### config.mk
export PLATFORM = sky130hd
export DESIGN_NAME = a0_trace_fifo
export DESIGN_NICKNAME = d
export VERILOG_FILES = /design/src/rtl/a0_trace_fifo.sv
export SDC_FILE = /design/constraint.sdc
export NUM_CORES = 1
export LEC_CHECK = 0
export CORE_MARGIN = 2
export CORE_UTILIZATION = 35
export CTS_CLUSTER_DIAMETER = 200
export DETAILED_ROUTE_END_ITERATION = 6
export PLACE_DENSITY_LB_ADDON = 0.25
export SLEW_MARGIN = 20
export SYNTH_ARGS = -nofsm -noshare
export SYNTH_HDL_FRONTEND = slang
export SYNTH_SLANG_ARGS = --single-unit
### constraint.sdc
create_clock -name clk -period 13.3 [get_ports clk]
set_input_delay 1.33 -clock clk [delete_from_list [all_inputs] [get_ports clk]]
set_output_delay 1.33 -clock clk [all_outputs]
set_load 0.02 [all_outputs]
### src/rtl/a0_trace_fifo.sv
// a0_trace_fifo: timestamps every change of a0 and buffers {value, cycle} pairs in a first-word fall-through FIFO
module a0_trace_fifo #(
    parameter int DATA_WIDTH  = 32,
    parameter int CYCLE_WIDTH = 32,
    parameter int DEPTH       = 16
) (
    input  logic                      clk,
    input  logic                      rst,
    input  logic [DATA_WIDTH-1:0]     a0,
    input  logic                      cap_en,
    output logic                      out_valid,
    input  logic                      out_ready,
    output logic [DATA_WIDTH-1:0]     out_data,
    output logic [CYCLE_WIDTH-1:0]    out_cycle,
    output logic [$clog2(DEPTH):0]    count,
    output logic                      full,
    output logic                      overflow,
    output logic [15:0]               drop_count
);
    localparam int AW = $clog2(DEPTH);
    localparam int CW = AW + 1;

    logic [CYCLE_WIDTH-1:0] cycle_cnt;
    logic [DATA_WIDTH-1:0]  prev_a0;
    logic [DATA_WIDTH-1:0]  data_mem [DEPTH];
    logic [CYCLE_WIDTH-1:0] cyc_mem  [DEPTH];
    logic [AW-1:0]          rd_ptr, wr_ptr;
    logic                   evt, pop, push, drop;

    // event detection and push/pop/drop decisions; a full FIFO still accepts a push when the head leaves at the same edge
    always_comb begin
        out_valid = count != '0;
        full      = count == CW'(DEPTH);
        evt       = cap_en && (a0 != prev_a0);
        pop       = out_valid && out_ready;
        push      = evt && (!full || pop);
        drop      = evt && full && !pop;
        out_data  = out_valid ? data_mem[rd_ptr] : '0;
        out_cycle = out_valid ? cyc_mem[rd_ptr] : '0;
    end

    // entry storage; no reset needed since reads are masked while empty
    always_ff @(posedge clk) begin
        if (!rst && push) begin
            data_mem[wr_ptr] <= a0;
            cyc_mem[wr_ptr]  <= cycle_cnt;
        end
    end

    // cycle counter, change tracking, pointers, occupancy and drop bookkeeping
    always_ff @(posedge clk) begin
        if (rst) begin
            cycle_cnt  <= '0;
            prev_a0    <= '0;
            rd_ptr     <= '0;
            wr_ptr     <= '0;
            count      <= '0;
            overflow   <= 1'b0;
            drop_count <= '0;
        end else begin
            cycle_cnt <= cycle_cnt + CYCLE_WIDTH'(1);
            prev_a0   <= a0;
            if (push) wr_ptr <= wr_ptr + AW'(1);
            if (pop) rd_ptr <= rd_ptr + AW'(1);
            count <= count + CW'(push) - CW'(pop);
            if (drop) overflow <= 1'b1;
            if (drop && drop_count != 16'hFFFF) drop_count <= drop_count + 16'd1;
        end
    end
endmodule

==> impl_results.md <==
- WS Path Type: register to output pin
- Yosys Warn Count: 0
- Via count: 20150
- WHS Endpoint: overflow$_SDFFE_PP0P_
- Synth cell count leaders: 1024 x edfxtp_1, 320 x mux4_2, 98 x dfxtp_1, 68 x and2_1, 63 x xor2_1
- Final setup vio count: 0
- Num ports: 124
- DR pass1 iterations: 5
- CTS buffer count: 110
- WL per Instance: 26.25 um
- Chip Width: 354.9 um
- Syn Inst Count: 1960
- Post-Route WL: 101.5 mm
- Nets: 2190
- Async set-reset flop share out of synthesis: 0%
- Outcome: finished clean
- Clk sink count: 1122
- Final min period: 6.657 ns
- Finished Core Util: 40.98%
- Area Overhead vs Synth: 16.02%
- Port Buffer Count: 123
- VDD IR max: 0.1082 mV
- Ys flop type: edfxtp_1
- Sequential-to-total area share from yosys stat: 75.89%
- Mean area per synthesized cell: 21.99 sq um
- Worst min-delay path category: register to register
- Power Density: 178.0 nW/um^2
- Initial antenna violation count: 5
- Final TNS setup: 0 ns
- Worst R2R Path Depth: 9
- Number of H-tree levels: 3
- Post-CTS Hold Buffers: 0
- RSZ-0062 raised after global routing: false
- Starting density of the core: 35.32%
- Part of the cycle the worst path needs: 50.05%
- Rows: 128
- Post-CTS setup buffer count: 0
- Gr ovfl total: 0
- Top Usage Layer GRT: met2
- Routed vias/inst: 5.212
- CP arrival: 5.33 ns
- Routability congestion estimate: 0.7567
- Met3 Track Usage GR: 2.713%
- Synth area leader: edfxtp_1
- Synth area leaders: edfxtp_1 71%, mux4_2 17%, dfxtp_1 4.6%, xor2_1 1.3%, and2_1 0.99%
- Die Area: 126000 sq um
- Worst hold stages: 2
- # Max-Cap Violations: 0
- Clk slew on worst S/H paths: 0.06 ns
- Cts repair resizes: 0
- Worst slew pin tran: 1.109 ns
- Yosys cell types: 48
- Reg2Reg Capture Point: cyc_mem[12][10]$_DFFE_PP_
- EDFF count, synth: 1024
- Residual DRC: 0
- Number of global-route vias before repair: 21230
- Clock Path Buffers: 3
- Die H: 354.9 um
- Skew final: 0.03960 ns
- Syn Nets: 2009
- Iteration-0 DRC Markers: 1778
- First-pass GRT wire length: 147.4 mm
- Detail Route Antenna Nets: 0
- Synth Register Bits: 1122
- Hpwl dp: 51.05 mm
- Mapped cell area: 43110 sq um
- CP Data Required Time: 11.97 ns
- CP Capture Type: output pin
- Met1 usage: 22.39%
- Worst setup SP type: register
- Worst skew pair latency: 0.70 ns
- Hold Startpoint: overflow$_SDFFE_PP0P_
- Final Max Tran Viols: 0
- Rel. slew slack: 26.07%
- Reg2reg start: count[3]$_SDFF_PP0_
- R2r setup slk: 9.03 ns
- Maximum fanout along the worst path: 68
- Core area: 122000 sq um
- M2 GR Usage: 26.21%
- Leak Pwr: 0.01530 uW
- Top achievable clock speed: 0.1502 GHz
- Largest net degree at the start of global routing: 120
- CTS Root Cell: clkbuf_16
- Layout cell share with drive strength beyond 1: 25.53%
- Top-count cell post-synth: edfxtp_1
- CTS tree: built
- Post-synth top area share: 71.34%
- GRT Resource Usage Total: 16.08%
- Final hold viol count: 0
-- flip-flops by register name, summed over array words and instances (netlist names), named ones only --
signal      count
drop_count     16
count           5
prev_a0        32
cycle_cnt      32
data_mem      512
wr_ptr          4
overflow        1
rd_ptr          4
cyc_mem       512
-- kinds of logic (layout without fill, tap and decap cells) --
group	count (synthesis)	after routing	synth area share, %
xor gates and xnor gates	70	70	1.422
muxes	325	325	16.84
DFF	1122	1122	75.89
AOI/OAI and AO/OA	40	40	0.7054
adders and majority gates	13	13	0.3948
other	0	3	0
and+or+nand+nor	279	279	3.579
buffers and inverters	111	388	1.167
-- metrics by stage --
stage          setup slack (ns)  hold WS (ns)  std cells  total power, uW  area, sq um
2_1_floorplan             4.440        0.4678       1960             5287        43110
3_3_place_gp              7.268        0.4620       3651             5964        46360
3_5_place_dp              7.244        0.4820       3651             5975        46360
4_1_cts                   6.470        0.4898       3859             9027        49910
5_1_grt                   6.390        0.5269       3864             9259        50010
6_report                  6.643        0.4747       3865             8902        50010
-- cell usage in the layout, fill, tap and decap left out, drive strengths merged, types with 20 or more instances in the layout --
cell type / count
clkinv: 35
buf: 45
dfxtp: 98
clkbuf: 149
xor2: 63
and2: 68
nor2: 59
nor2b: 38
inv: 20
edfxtp: 1024
clkdlybuf4s50: 122
mux4: 320
nand2: 33
-- worst max-delay path, stage by stage (launching register included) --
cell             delay [ns]
dfxtp_4                0.92
buf_4                  0.94
buf_4                  0.97
mux4_2                 0.42
mux4_2                 0.55
and2_1                 0.19
clkdlybuf4s50_1        0.54
-- worst max-delay path by stage --
stage | endpoint | slack [ns] | depth (start not counted)
finish | out_data[28] | 6.64 | 6
detailed placement | out_data[25] | 7.24 | 6
CTS | out_data[25] | 6.47 | 6
global route | out_data[25] | 6.39 | 6
floorplan | cyc_mem[0][0]$_DFFE_PP_ | 4.44 | 6
global placement | out_data[25] | 7.27 | 6
-- report_power, final --
group,switching [uW],internal [uW]
registers,51.6,3880
logic,951,979
clock network,1320,1720
-- final cells by class --
class	count	area (sq um)
Inverter	13	48.80
Tap cell	1625	2033
Clock buffer	149	2979
Antenna cell	3	7.507
Clock inverter	59	571.8
Fill cell	10640	72030
Sequential cell	1122	32730
Timing Repair Buffer	167	1635
Multi-Input combinational cell	727	10010
-- layer usage --
metal | vias to the layer above | routed length (um)
li1 | 8484 | -
met1 | 11000 | 44660
met2 | 514 | 49650
met3 | 147 | 5001
met4 | 2 | 2138
met5 | - | 13
(Power assumes the default switching activity.)
